$ cat config.mk
export PLATFORM = sky130hd
export DESIGN_NAME = cache_port_arb
export DESIGN_NICKNAME = d
export VERILOG_FILES = /design/src/rtl/cache_port_arb.sv
export SDC_FILE = /design/constraint.sdc
export NUM_CORES = 1
export LEC_CHECK = 0
export ABC_AREA = 1
export CORE_AREA = 2 2 122 124
export CTS_CLUSTER_DIAMETER = 80
export CTS_CLUSTER_SIZE = 28
export DETAILED_ROUTE_END_ITERATION = 8
export DIE_AREA = 0 0 124 126
export GPL_TIMING_DRIVEN = 0
export HOLD_SLACK_MARGIN = 0.08
export REMOVE_ABC_BUFFERS = 1
export SETUP_SLACK_MARGIN = 0.5
export SYNTH_ARGS = -nofsm -noshare
export SYNTH_HDL_FRONTEND = slang
export SYNTH_SLANG_ARGS = --single-unit
$ cat constraint.sdc
create_clock -name cpu_clk -period 1.9 [get_ports cpu_clk]
set_clock_uncertainty 0.05 [all_clocks]
set_input_delay 0.38 -clock cpu_clk [delete_from_list [all_inputs] [get_ports cpu_clk]]
set_output_delay 0.38 -clock cpu_clk [all_outputs]
set_load 0.01 [all_outputs]
$ cat src/rtl/cache_port_arb.sv
// Two-requester arbiter sharing the cache controller's CPU-side port, with a stall watchdog.
// Build macro ARB_RR_EN: round-robin tie-break when defined; fixed priority (port 0 wins ties) otherwise.
//
// state | meaning
// IDLE  | no transaction forwarded; arbitrate any pending request
// GNT   | granted port forwarded to the cache until completion or abort
module cache_port_arb #(
  parameter int TIMEOUT = 4096,
  parameter int CW      = 13
) (
  input  logic        cpu_clk,
  input  logic        rst,
  input  logic [31:0] p0_addr,
  input  logic [31:0] p0_din,
  input  logic [3:0]  p0_ctrl,
  input  logic        p0_rd,
  input  logic        p0_wr,
  output logic [31:0] p0_dout,
  output logic        p0_bsy,
  input  logic [31:0] p1_addr,
  input  logic [31:0] p1_din,
  input  logic [3:0]  p1_ctrl,
  input  logic        p1_rd,
  input  logic        p1_wr,
  output logic [31:0] p1_dout,
  output logic        p1_bsy,
  output logic [31:0] m_addr,
  output logic [31:0] m_din,
  output logic [3:0]  m_ctrl,
  output logic        m_rd,
  output logic        m_wr,
  input  logic [31:0] m_dout,
  input  logic        m_bsy,
  output logic [1:0]  gnt,
  output logic        to_err
);

  localparam logic [0:0] IDLE = 1'b0;
  localparam logic [0:0] GNT  = 1'b1;

  localparam logic [CW-1:0] TO_MAX = CW'(TIMEOUT);
  localparam logic [CW-1:0] TO_PRE = CW'(TIMEOUT - 1);

  logic [0:0]    state;
  logic [1:0]    gnt_q;
  logic          last;
  logic          err_q;
  logic [CW-1:0] wd_cnt;

  logic req0, req1, in_gnt, fwd_req, done, tie_pick1, win1;

  assign req0    = p0_rd | p0_wr;
  assign req1    = p1_rd | p1_wr;
  assign in_gnt  = (state == GNT);
  assign fwd_req = in_gnt & ((gnt_q[0] & req0) | (gnt_q[1] & req1));
  assign done    = fwd_req & ~m_bsy;

`ifdef ARB_RR_EN
  assign tie_pick1 = ~last;
`else
  // last is still tracked so both builds share one register set
  assign tie_pick1 = last & 1'b0;
`endif

  assign win1 = req1 & (~req0 | tie_pick1);

  assign p0_bsy  = req0 & ~(gnt_q[0] & in_gnt & ~m_bsy);
  assign p1_bsy  = req1 & ~(gnt_q[1] & in_gnt & ~m_bsy);
  assign p0_dout = (done & gnt_q[0]) ? m_dout : 32'h0;
  assign p1_dout = (done & gnt_q[1]) ? m_dout : 32'h0;

  assign gnt    = gnt_q;
  assign to_err = err_q;

  always_comb begin
    m_addr = 32'h0;
    m_din  = 32'h0;
    m_ctrl = 4'h0;
    m_rd   = 1'b0;
    m_wr   = 1'b0;
    if (in_gnt && gnt_q[0]) begin
      m_addr = p0_addr;
      m_din  = p0_din;
      m_ctrl = p0_ctrl;
      m_rd   = p0_rd;
      m_wr   = p0_wr;
    end else if (in_gnt && gnt_q[1]) begin
      m_addr = p1_addr;
      m_din  = p1_din;
      m_ctrl = p1_ctrl;
      m_rd   = p1_rd;
      m_wr   = p1_wr;
    end
  end

  always_ff @(posedge cpu_clk) begin
    if (rst) begin
      state  <= IDLE;
      gnt_q  <= 2'b00;
      last   <= 1'b1;
      wd_cnt <= '0;
      err_q  <= 1'b0;
    end else begin
      case (state)
        IDLE: begin
          if (req0 || req1) begin
            state  <= GNT;
            gnt_q  <= win1 ? 2'b10 : 2'b01;
            wd_cnt <= '0;
          end
        end
        default: begin
          if (done) begin
            last  <= gnt_q[1];
            gnt_q <= 2'b00;
            state <= IDLE;
          end else if (!fwd_req) begin
            gnt_q <= 2'b00;
            state <= IDLE;
          end else begin
            // still busy: stall is flagged but the transaction keeps waiting
            if (wd_cnt != TO_MAX) wd_cnt <= wd_cnt + CW'(1);
            if (wd_cnt == TO_PRE) err_q <= 1'b1;
          end
        end
      endcase
    end
  end

endmodule

# Word-level counts from Yosys, hierarchy flattened
# Cells that the tools add are included.
word_totals:
  regBits: 17
  output_inout_bits: 139
op_classes:
  muxes: 26
  n_reduce_logical: 7
  eq_ne: 6
  n_addsub: 1
  n_bitwise: 21
ops:
  columns: ["operator", "count"]
  rows:
  - ["two-way mux 32 bit", 6]
  - ["two-way mux 13 bit", 5]
  - ["adder 13 x 1 -> 13 bit (second input constant)", 1]
  - ["AND 1 bit", 13]
  - ["== test 13 x 12 -> 1 bit (second input constant)", 1]
  - ["!= test 13 bit (second input constant)", 1]
  - ["two-way mux 2 bit", 5]
  - ["two-way mux 1 bit", 8]
  - ["two-way mux 4 bit", 2]
  - ["AND reduction 4 bit", 2]
  - ["NOT 1 bit", 5]
  - ["!= test 2 x 1 -> 1 bit (second input constant)", 2]
  - ["!= test 3 x 2 -> 1 bit (second input constant)", 1]
  - ["bitwise OR 1 bit", 3]
  - ["logical AND 1 bit", 2]
  - ["!= test 2 bit (second input constant)", 1]
  - ["AND reduction 2 bit", 1]
  - ["nonzero test 2 bit", 1]
  - ["logical OR 1 bit", 1]

# Longest topological paths before layout
depth:
  ltp_word: 7
  depth_mapped: 10
  ltp_nobuf: 10

# Worst setup path before layout
# OpenSTA, ideal clock, no wires.
synth_timing:
  path_kind: "in2out"
  from: "input p0_wr"
  to: "output p0_dout[10]"
  arrival_ns: 1.250
  path_stages: 9
  setup_slack_ns: 0.220
  path_buffers: 1
  path_cell_list: "inv_1 > nand2_4 > nand2_1 > nand2_1 > nand2_1 > nor2_2 > nand2_2 > buf_6 > nor2_1"
synth_between:
  elab_chain_cells: 7
synth_rtl:
  columns: ["element", "line_no", "rtl"]
  rows:
  - ["start, declared", "17", "input logic p0_wr,"]
  - ["bitwise OR 1 bit", "52", "assign req0 = p0_rd | p0_wr;"]
  - ["AND 1 bit", "55", "assign fwd_req = in_gnt & ((gnt_q[0] & req0) | (gnt_q[1] & req1));"]
  - ["bitwise OR 1 bit", "55", null]
  - ["AND 1 bit", "55", null]
  - ["AND 1 bit", "56", "assign done = fwd_req & ~m_bsy;"]
  - ["AND 1 bit", "69", "assign p0_dout = (done & gnt_q[0]) ? m_dout : 32'h0;"]
  - ["two-way mux 32 bit", "69", null]
  - ["end, declared", "18", "output logic [31:0] p0_dout,"]
# No other way between the ends.

# Worst setup path after layout
layout_timing:
  from: "register gnt_q[0], in the netlist gnt[0]"
  to: "output p1_dout[13]"
layout_between:
  elab_chain_cells: 6
layout_rtl:
  columns: ["element", "line_no", "rtl"]
  rows:
  - ["start, declared", "45", "logic [1:0] gnt_q;"]
  - ["start signal, assigned", "108", "gnt_q <= win1 ? 2'b10 : 2'b01;"]
  - ["AND 1 bit", "55", null]
  - ["bitwise OR 1 bit", "55", null]
  - ["AND 1 bit", "55", null]
  - ["AND 1 bit", "56", null]
  - ["AND 1 bit", "70", "assign p1_dout = (done & gnt_q[1]) ? m_dout : 32'h0;"]
  - ["two-way mux 32 bit", "70", null]
  - ["end, declared", "25", "output logic [31:0] p1_dout,"]
# No other way between the ends.

==> impl_metrics.toml <==
[outcome]
status = "finished with violations"
violations = "negative setup slack"

[routing]
dr.first_iter.drc_count = 213
route.met3.wl_um = 1520
drt.antenna.violating_nets = 0
drt-met1-wl_um = 8440
wl_met2_um = 10500
highest_layer = "met5"
dr_total_vias = 4951
viasPerCell = 4.50
dr.pass1.iters = 4
drc_errors = 0
finalWirelength_um = 21100
wl_per_cell_um = 19.2

[layout]
final_layout_size_suffix_gt1_frac = 0.515
stdcell_area_sq_mm = 0.00815
fin_nets = 1091
area_growth_pct = 225
final_cell_mix = "clkdlybuf4s50_1, nand2_1, buf_6"
final_common_cell = "clkdlybuf4s50_1"
instances_no_fill = 1100

[worst_setup_path]
crit_type = "flop to primary output"
r2r_start = "in_gnt"
worst_ep_arrival_time_ns = 1.63
crit_start = "gnt[0]"
crit_chain = "buf_6 -> nand2_4 -> nand2_2 -> nand2_2 -> nor2_4 -> buf_12 -> nand2_8 -> nor2_1 -> buf_2"
startpoint_type = "flop"
end_kind = "primary output"
path_max_fanout = 8
cpPeakStageDelay_ns = 0.37
cp.required_ns = 1.47
critPathTopFamily = "simple AND/OR/NAND/NOR gates"
crit_path_frequent_cell = "nand2_2"
path_buf_inv = 3
slowest_stage = "dfxtp_4"

[logic_synthesis]
ys_seq_elements = 17
synth_top_family_by_area = "simple AND/OR/NAND/NOR gates"
synthMuxAreaShare = 0
yosysSeqAreaShare = 0.136
synth_cell_types = 24
synth-compound-area-share = 0.195
yosys_warnings = 0
syn_inst = 512
synth-simple-area-share = 0.504
synth_xor_area_frac = 0
synth_area_sq_mm = 0.00251
synth_fa_ha_area_frac = 0.00999
avgSynthCellArea_sq_um = 4.89

[sta]
slew_headroom = 0.592
fmax_ghz = 0.485
fin_crit_sh = 1.09
final_hold_viol_count = 0
slew_viol_final = 0
finalSetupViolations = 78
period_minus_slack_ns = 2.06
rsz0062_at_grt = "yes"
tightest_slew_ns = 0.611
whs_ns = 0.426
setup_slack_ns = -0.164

[clock_tree]
cts-root-buf = "clkbuf_16"
cts_buffers = 3
clkTransAtPathRegs_ns = 0.06
ctsLongestPathBuffers = 2
cts_tree = "built"
clock_latency_ns = 0.26
h-tree-depth = 1
cts_sinks = 17

[pwr]
leakage_uw = 0.00378
peakVddDrop_uv = 473
power_density_mw_per_mm2 = 270

[flow_run]
drv_cap = 0

[global_route]
grt_first_pass_wirelength_um = 28800
grt_overflow = 0
antenna_found_initial = 4
grt_pass1_vias = 4605
grt_max_degree = 19
grt_usage = 0.246

[die]
core-area_sq_mm = 0.0143
io_pins = 314
dieArea_sq_mm = 0.0156
rows = 44
start_util = 0.175
dieHeight_um = 126
die_w_um = 124

[place]
numPortBuffers = 313
placedCellCount = 980
placed_area_sq_mm = 0.00572
place_worst_setup_slack_ns = -1.10
place_congestion = 0.861
hpwl_um = 12300

[min_path]
hp-class = "flop to flop"
hp-start = "wd_cnt[10]"
[tightest hold or removal path, stage by stage (launching register included)]
cell and delay (ns):
dfxtp_1 0.32, nand2_1 0.06, nand2_1 0.04
[per-layer routing]
| metal | vias to the layer above | track usage |
|---|---|---|
| li1 | 2423 | - |
| met1 | 2295 | 0.313 |
| met2 | 185 | 0.416 |
| met3 | 46 | 0.0466 |
| met4 | 2 | 0.0780 |
| met5 | - | 0 |
[metrics by stage]
step / total power (uW) / utilization / setup TNS [ns]
after floorplan: 606 / - / -13.94
after global placement: 1170 / 0.398 / -174.76
after detailed placement: 1170 / 0.400 / -127.46
after CTS: 1990 / 0.479 / -5.97
after global routing: 2300 / 0.570 / -13.61
final: 2200 / 0.570 / -7.83
[Yosys cell counts, drive strengths merged]
| cell | count | area (sq um) |
|---|---|---|
| ha | 2 | 25.0 |
| nor3 | 5 | 25.0 |
| clkbuf | 19 | 71.3 |
| a21oi | 16 | 83.8 |
| nand3 | 21 | 105 |
| or2 | 1 | 6.26 |
| dfxtp | 17 | 340 |
| o21bai | 1 | 7.51 |
| nor2 | 84 | 345 |
| nand2 | 198 | 768 |
| buf | 11 | 101 |
| o21ai | 77 | 397 |
| inv | 58 | 218 |
| nand4 | 2 | 12.5 |
[path summary, 6_finish.rpt]
path | cells past startpoint | endpoint | slack, ns
hold reg to reg | 2 | wd_cnt[10] | 0.43
setup / recovery | 9 | p1_dout[13] | -0.16
hold / removal | 2 | wd_cnt[10] | 0.43
setup reg to reg | 6 | wd_cnt[7] | 0.32
[timing repair]
item / CTS / global route
gates cloned: 29 / 1
buffers inserted: 60 / 23
resized for setup: 850 / 265
endpoints found under the setup margin: 156 / 156
pin swaps: 17 / 29
hold buffers: 0 / 0
[where the power goes]
part | leakage, uW | switching [uW] | total, uW | internal [uW]
registers | 0.000141 | 6.69 | 366 | 360
clock network | 0.0000409 | 164 | 447 | 283
logic | 0.00360 | 649 | 1390 | 737
[cells by family (layout without fill, tap and decap cells)]
family | Yosys count | in the layout
AO/OA/AOI/OAI | 94 | 94
adder cells (fa/ha/maj) | 2 | 2
other | 0 | 3
flip-flops | 17 | 17
buffers and inverters | 88 | 482
AND/OR/NAND/NOR | 311 | 318
[registers in the layout, summed over array words and instances, names as in the netlist]
name	flops
wd_cnt	13
to_err	1
in_gnt	1
gnt	2
[cell type report]
class	instances	area (sq um)
multi-input cells	414	2960
clock inverters	1	5.00
well taps	184	230
diodes	3	7.51
repair inverters	18	295
flip-flops and latches	17	357
fillers	1307	6160
repair buffers	402	3970
inverters	58	263
clock buffers	3	75.1
Power figures use the tool's default switching activity.
